==> config.mk <==
export PLATFORM = sky130hd
export DESIGN_NAME = game_flow_controller
export DESIGN_NICKNAME = d
export VERILOG_FILES = /design/src/rtl/game_flow_controller.sv
export SDC_FILE = /design/constraint.sdc
export NUM_CORES = 1
export LEC_CHECK = 0
export BUFFER_PORTS_ARGS = -buffer_cell sky130_fd_sc_hd__buf_2
export CELL_PAD_IN_SITES_DETAIL_PLACEMENT = 1
export CELL_PAD_IN_SITES_GLOBAL_PLACEMENT = 1
export CORE_MARGIN = 2
export CORE_UTILIZATION = 45
export DETAILED_ROUTE_END_ITERATION = 10
export PLACE_DENSITY_LB_ADDON = 0.3
export SYNTH_ARGS = -nofsm -noshare
export SYNTH_HDL_FRONTEND = slang
export SYNTH_SLANG_ARGS = --single-unit
==> constraint.sdc <==
create_clock -name i_Clk -period 4.9 [get_ports i_Clk]
set_clock_uncertainty 0.15 [all_clocks]
set_input_delay 0.735 -clock i_Clk [delete_from_list [all_inputs] [get_ports i_Clk]]
set_output_delay 0.735 -clock i_Clk [all_outputs]
set_load 0.005 [all_outputs]
==> src/rtl/game_flow_controller.sv <==
// Frame-paced round sequencer for Frogger: start, ready delay, play, hit freeze,
// level transition and game over, with lives/level bookkeeping and frog re-spawn.
package gfc_pkg;
  typedef enum logic [2:0] {
    ST_IDLE      = 3'd0,
    ST_READY     = 3'd1,
    ST_RUNNING   = 3'd2,
    ST_HIT       = 3'd3,
    ST_LEVEL     = 3'd4,
    ST_GAME_OVER = 3'd5
  } state_e;
endpackage

module game_flow_controller
  import gfc_pkg::*;
#(
  parameter int C_LIVES_INI    = 3,
  parameter int C_START_FRAMES = 60,
  parameter int C_HIT_FRAMES   = 90,
  parameter int C_LEVEL_FRAMES = 60
) (
  input  logic       i_Clk,
  input  logic       i_Rst_L,
  input  logic       i_Frame_Tick,
  input  logic       i_Start,
  input  logic       i_Has_Collided,
  input  logic       i_Level_Up,
  output logic       o_Game_Active,
  output logic       o_Frog_Reset,
  output logic [1:0] o_Lives,
  output logic [2:0] o_Level,
  output logic [2:0] o_State,
  output logic       o_Game_Over,
  output logic       o_Flash
);

  localparam logic [1:0] LIVES_INI    = 2'(C_LIVES_INI);
  localparam logic [7:0] START_FRAMES = 8'(C_START_FRAMES);
  localparam logic [7:0] HIT_FRAMES   = 8'(C_HIT_FRAMES);
  localparam logic [7:0] LEVEL_FRAMES = 8'(C_LEVEL_FRAMES);
  localparam logic [2:0] LEVEL_MAX    = 3'd7;

  state_e     state_q, state_d;
  logic [7:0] frame_cnt_q, frame_cnt_d;
  logic [1:0] lives_q, lives_d;
  logic [2:0] level_q, level_d;
  logic       start_prev_q;
  logic       game_active_q;
  logic       frog_reset_q;
  logic       game_over_q;

  logic       start_edge;
  logic [7:0] cnt_inc;
  logic [7:0] timer_limit;
  logic       timer_done;

  assign start_edge = i_Start & ~start_prev_q;
  assign cnt_inc    = frame_cnt_q + 8'd1;

  // A timed state leaves on the tick that brings the count up to its limit.
  always_comb begin
    unique case (state_q)
      ST_READY: timer_limit = START_FRAMES;
      ST_HIT:   timer_limit = HIT_FRAMES;
      ST_LEVEL: timer_limit = LEVEL_FRAMES;
      default:  timer_limit = 8'd0;
    endcase
  end

  assign timer_done = i_Frame_Tick && (timer_limit != 8'd0) && (cnt_inc == timer_limit);

  // NOTE: every variable gets a default at the top so no path can infer a latch.
  always_comb begin
    state_d = state_q;
    lives_d = lives_q;
    level_d = level_q;

    case (state_q)
      ST_IDLE, ST_GAME_OVER: begin
        if (start_edge) begin
          lives_d = LIVES_INI;
          level_d = 3'd0;
          state_d = ST_READY;
        end
      end
      ST_READY: begin
        if (timer_done) state_d = ST_RUNNING;
      end
      ST_RUNNING: begin
        if (i_Has_Collided) begin
          lives_d = (lives_q != 2'd0) ? lives_q - 2'd1 : 2'd0;
          state_d = ST_HIT;
        end else if (i_Level_Up) begin
          level_d = (level_q != LEVEL_MAX) ? level_q + 3'd1 : LEVEL_MAX;
          state_d = ST_LEVEL;
        end
      end
      ST_HIT: begin
        if (timer_done) state_d = (lives_q == 2'd0) ? ST_GAME_OVER : ST_READY;
      end
      ST_LEVEL: begin
        if (timer_done) state_d = ST_READY;
      end
      default: state_d = ST_IDLE;
    endcase

    // A tick coinciding with a state change belongs to the old state.
    frame_cnt_d = frame_cnt_q;
    if (state_d != state_q) begin
      frame_cnt_d = 8'd0;
    end else if (i_Frame_Tick && (frame_cnt_q != 8'hFF)) begin
      frame_cnt_d = cnt_inc;
    end
  end

  // NOTE: sequential state uses non-blocking assignments so every register
  // samples the pre-edge values, independent of statement order.
  always_ff @(posedge i_Clk) begin
    if (!i_Rst_L) begin
      state_q       <= ST_IDLE;
      frame_cnt_q   <= 8'd0;
      lives_q       <= LIVES_INI;
      level_q       <= 3'd0;
      start_prev_q  <= 1'b1;
      game_active_q <= 1'b0;
      frog_reset_q  <= 1'b0;
      game_over_q   <= 1'b0;
    end else begin
      state_q       <= state_d;
      frame_cnt_q   <= frame_cnt_d;
      lives_q       <= lives_d;
      level_q       <= level_d;
      start_prev_q  <= i_Start;
      game_active_q <= (state_d == ST_RUNNING);
      frog_reset_q  <= (state_d == ST_READY) && (state_q != ST_READY);
      game_over_q   <= (state_d == ST_GAME_OVER);
    end
  end

  assign o_State       = state_q;
  assign o_Lives       = lives_q;
  assign o_Level       = level_q;
  assign o_Game_Active = game_active_q;
  assign o_Frog_Reset  = frog_reset_q;
  assign o_Game_Over   = game_over_q;
  assign o_Flash       = (state_q == ST_HIT) && frame_cnt_q[3];

endmodule

Yosys cells after proc, flatten, opt, wreduce, memory -nomap -nowiden:

Index checks and enable logic that the tools add are counted.

* output and inout bits: 12
* input bits: 6
* register bits after elaboration: 20
* logic and storage cells: 64

* $add $sub $neg: 3
* reductions and logical operators: 15
* bitwise gates (word level): 3
* equality and inequality tests: 17
* multiplexer cells: 18

Operators by type and width (number)
* 2-to-1 mux 3 bit: 11
* case mux 3 bit (5 select lines): 1
* case mux 7 bit (2 select lines): 1
* == test 3 x 2 -> 1 bit (second input constant): 3
* == test 3 bit (second input constant): 3
* adder 8 x 1 -> 8 bit (second input constant): 1
* == test 8 bit: 1
* inequality test 2 bit (second input constant): 4
* inequality test 8 bit (second input constant): 1
* nonzero test 8 bit: 1
* == test 3 x 1 -> 1 bit (second input constant): 2
* 2-to-1 mux 2 bit: 3
* case mux 3 bit (2 select lines): 1
* OR reduction 2 bit: 3
* logical AND 1 bit: 5
* case mux 2 bit (2 select lines): 1
* AND reduction 4 bit: 1
* nonzero test 2 bit: 2
* adder 3 x 1 -> 3 bit (second input constant): 1
* zero test 3 bit: 1
* inequality test 3 x 1 -> 1 bit (second input constant): 1
* inequality test 3 bit: 1
* inequality test 3 bit (second input constant): 1
* AND reduction 3 bit: 1
* 4 further kinds: 5

Depth between registers and ports, before layout:

* word-level depth: 10
* mapped depth: 10
* depth with buffers taken out: 8

Least setup slack after synthesis:

OpenSTA, ideal clock, no wires.

* path kind: reg-to-reg
* start: register frame_cnt_q[0]
* end: register frame_cnt_q[6]
* cell stages (with the launch flop): 11
* path slack: 2.479 ns
* path buffers: 2
* arrival: 2.192 ns
* cells stage by stage: dfxtp_1 ha_1 buf_2 inv_1 or3_1 and3_1 o22ai_2 nor2_2 or3_1 buf_6 a211oi_2

* cells in the longest elaborated chain, start to end: 7
* elaborated cells between the ends (all ways): 11
* those cells by class: 1 x add/sub; 3 x eq/ne; 4 x mux; 3 x reduce/logical

Ends and longest elaborated chain
* start, declared: RTL line 44 `logic [7:0] frame_cnt_q, frame_cnt_d;`
* start signal, assigned: RTL line 130 `frame_cnt_q <= frame_cnt_d;`
* adder 8 x 1 -> 8 bit: RTL line 58 `assign cnt_inc = frame_cnt_q + 8'd1;`
* == test 8 bit: RTL line 70 `assign timer_done = i_Frame_Tick && (timer_limit != 8'd0) && (cnt_inc == timer_limit);`
* logical AND 1 bit: RTL line 70
* 2-to-1 mux 3 bit (on tied branches): RTL line 102, 87, 99
* case mux 3 bit (5 select lines): RTL line 78 `case (state_q)`
* inequality test 3 bit: RTL line 109 `if (state_d != state_q) begin`
* OR reduction 2 bit (no line)

Parallel ways exist; a longest one is shown, timed or not.
A chain may end at the register's enable or synchronous reset.

Worst setup path in the final report:

* start: register frame_cnt_q[0]
* end: register frog_reset_q, in the netlist o_Frog_Reset

* cells in the longest elaborated chain, start to end: 7
* elaborated cells between the ends (all ways): 9
* those cells by class: 1 x add/sub; 2 x eq/ne; 4 x mux; 2 x reduce/logical

Ends and longest elaborated chain
* adder 8 x 1 -> 8 bit (*): RTL line 58
* == test 8 bit (*): RTL line 70
* logical AND 1 bit (*): RTL line 70
* 2-to-1 mux 3 bit (on tied branches): RTL line 102, 87, 99
* case mux 3 bit (5 select lines) (*): RTL line 78
* == test 3 x 1 -> 1 bit (*): RTL line 135 `frog_reset_q <= (state_d == ST_READY) && (state_q != ST_READY);`
* logical AND 1 bit (*): RTL line 135
* end signal, assigned: RTL line 135
* end, declared: RTL line 49 `logic frog_reset_q;`

Every way passes the cells marked *; elsewhere a longest branch is shown, timed or not.

==> results.yml <==
status:
  status: "complete, no violations"
finish:
  drive_gt1_frac: 0.186
  final_util: 0.505
  instances_no_fill: 198
  nFillCells: 347
  postLayoutCellArea_um2: 1370
  diodes: 0
  synthToLayoutAreaGrowth_pct: 7.89
  layout.nets: 176
synthesis:
  synth_area_leader_cell: "dfxtp_1"
  avgSynthCellArea_um2: 8.13
  ys_seq_area_frac: 0.316
  synth_top_area_frac: 0.316
  synth_edf_count: 0
  synth_area_leaders: "dfxtp_1 (32%), nor2_1 (5.3%), xor2_1 (4.1%)"
  yosys_warnings: 0
  synth_nets: 164
  synth_ff_type: "dfxtp_1"
  post_synth_num_cell_types: 49
  async_flop_share: 0
  ys_ff_latch: 20
  syn_area_um2: 1270
  synthCells: 156
drt:
  first_iter_violations: 44
  viasPerCell: 5.95
  drc: 0
  wl_um: 3160
  dr_total_vias: 1179
  firstDrtPassIters: 5
  routedWlPerCell_um: 15.9
  ant_nets: 0
placed_design:
  place_ws_ps: 2130
  portBuffers: 17
  dp_hpwl_um: 2400
  place_area_um2: 1330
  dp_cells: 194
  place.gp.congestion: 0.816
power:
  vdd_drop_max_v: 0.000163
  total_power_mw: 0.305
  power.density_nw_per_um2: 223
  p_leak_nw: 0.519
setup_path:
  crit-reg2reg-launch: "frame_cnt_q[0]"
  path_class: "flip-flop to flip-flop"
  crit_fanout: 9
  crit_arrival_ps: 2860
  crit_slowest_cell: "dfxtp_1"
  end_kind: "flip-flop"
  start_kind: "flip-flop"
  crit_family: "simple AND/OR/NAND/NOR gates"
  slowest_delay_ps: 450
  worstPathCellList: "ha_1 -> inv_1 -> or3_1 -> a221oi_1 -> o22ai_2 -> nor2_2 -> mux2i_1 -> nor4b_2"
  path_buf_inv: 1
  critPathRequiredTime_ps: 4980
  startpoint: "frame_cnt_q[0]"
floorplan:
  ioPinCount: 18
  coreArea_um2: 2710
  die_w_um: 57.1
  die_height_um: 57.1
  initial_core_util: 0.468
  die_area_um2: 3260
  core.rowCount: 19
global_route:
  grt_pass1_wl_um: 5360
  busiest_layer: "met2"
  grt_pass1_vias: 1162
  track_usage: 0.205
  grt_max_degree: 18
  overflow: 0
  use_met3: 0.0204
  grt.met1_usage: 0.259
  grt_antenna_before_repair: 0
  grtUsageMet2: 0.369
timing:
  rsz0062_at_grt: "no"
  fin_tns_setup_ps: 0
  maxSlewViolCount: 0
  tightest_slew_ps: 771
  fin_ws_ps: 2110
  max_freq_mhz: 359
  period_minus_slack_ps: 2790
  finalHoldWorstSlack_ps: 377
  fin_crit_sh: 0.568
  setup_viol: 0
  final_hold_viol_count: 0
  slew-limit-headroom: 0.479
clock_network:
  cts_buffers: 3
  cts-resized-gates: 0
  post_cts_buffers: 0
  cts-root-buf: "clkbuf_4"
  path_clk_slew_ps: 120
  insertion_delay_ps: 300
  cts.sinks: 20
  cts_buffer_depth: 2
  cts_max_level: 1
  cts_hold_buf: 0
  cts_tree: "built"
min_path:
  min_from: "o_Level[0]"
  min_path_type: "flip-flop to flip-flop"
flow_run:
  drv_cap: 0
==> kinds of logic (layout without fill, tap and decap cells) <==
group	count (synthesis)	count (layout)	share of synthesized area
AOI/OAI and AO/OA	36	36	0.203
xor gates and xnor gates	8	8	0.0552
adders and majority gates	2	2	0.0197
buffers and inverters	16	27	0.0651
DFF	20	20	0.316
muxes	2	2	0.0158
and+or+nand+nor	72	72	0.325
==> placed cells by master, fill, tap and decap left out, drive strengths merged, types with 4 or more instances in the layout <==
cell / synthesis / final
a21oi: 11 / 11
buf: 9 / 17
clkbuf: 1 / 4
dfxtp: 20 / 20
inv: 6 / 6
nand2: 10 / 10
nand2b: 7 / 7
nand3: 5 / 5
nand4: 5 / 5
nor2: 19 / 19
nor4: 5 / 5
o21ai: 8 / 8
or3: 4 / 4
xor2: 6 / 6
==> flip-flops by register name, indices dropped and copies added, names as in the netlist <==
name and flops:
frame_cnt_q 8, o_Level 3, o_State 3, o_Lives 2, o_Frog_Reset 1, o_Game_Active 1
o_Game_Over 1, start_prev_q 1
==> path summary, 6_finish.rpt <==
| kind | end | slack, ps | cells after the start |
|---|---|---|---|
| max | o_Frog_Reset | 2110 | 8 |
| min | o_Level[0] | 380 | 1 |
| max reg2reg | o_Frog_Reset | 2110 | 8 |
| min reg2reg | o_Level[0] | 380 | 1 |
==> metal layers <==
layer	wire, um	part of all wire
met1	1460	0.46
met2	1600	0.51
met3	68	0.022
met4	21	0.0067
met5	0	0
==> cell type report <==
class                   instances  area [um2]  area share
clock buffers                   4        36.3      0.0265
inverters                       6        22.5      0.0165
multi-input cells             120         786       0.574
flip-flops and latches         20         400       0.293
well taps                      31        38.8      0.0283
repair buffers                 17        85.1      0.0622
==> cell usage after synthesis, types with 3 or more instances <==
cell and instances:
nand3_1 5, a21oi_1 10, dfxtp_1 20, buf_4 3, nor2_1 18, nand4_1 5
xor2_1 6, o21ai_0 8, nand2_1 10, nand2b_1 6, or3_1 4, nor4_1 5
buf_2 3, inv_1 6, and2_1 3
==> power by group <==
group          internal (mW)  switching [mW]  total, mW
Combinational         0.0143          0.0205     0.0347
Clock                 0.0453          0.0530     0.0983
Sequential             0.166         0.00632      0.172
Note: power is estimated with default switching activity, not from simulation.
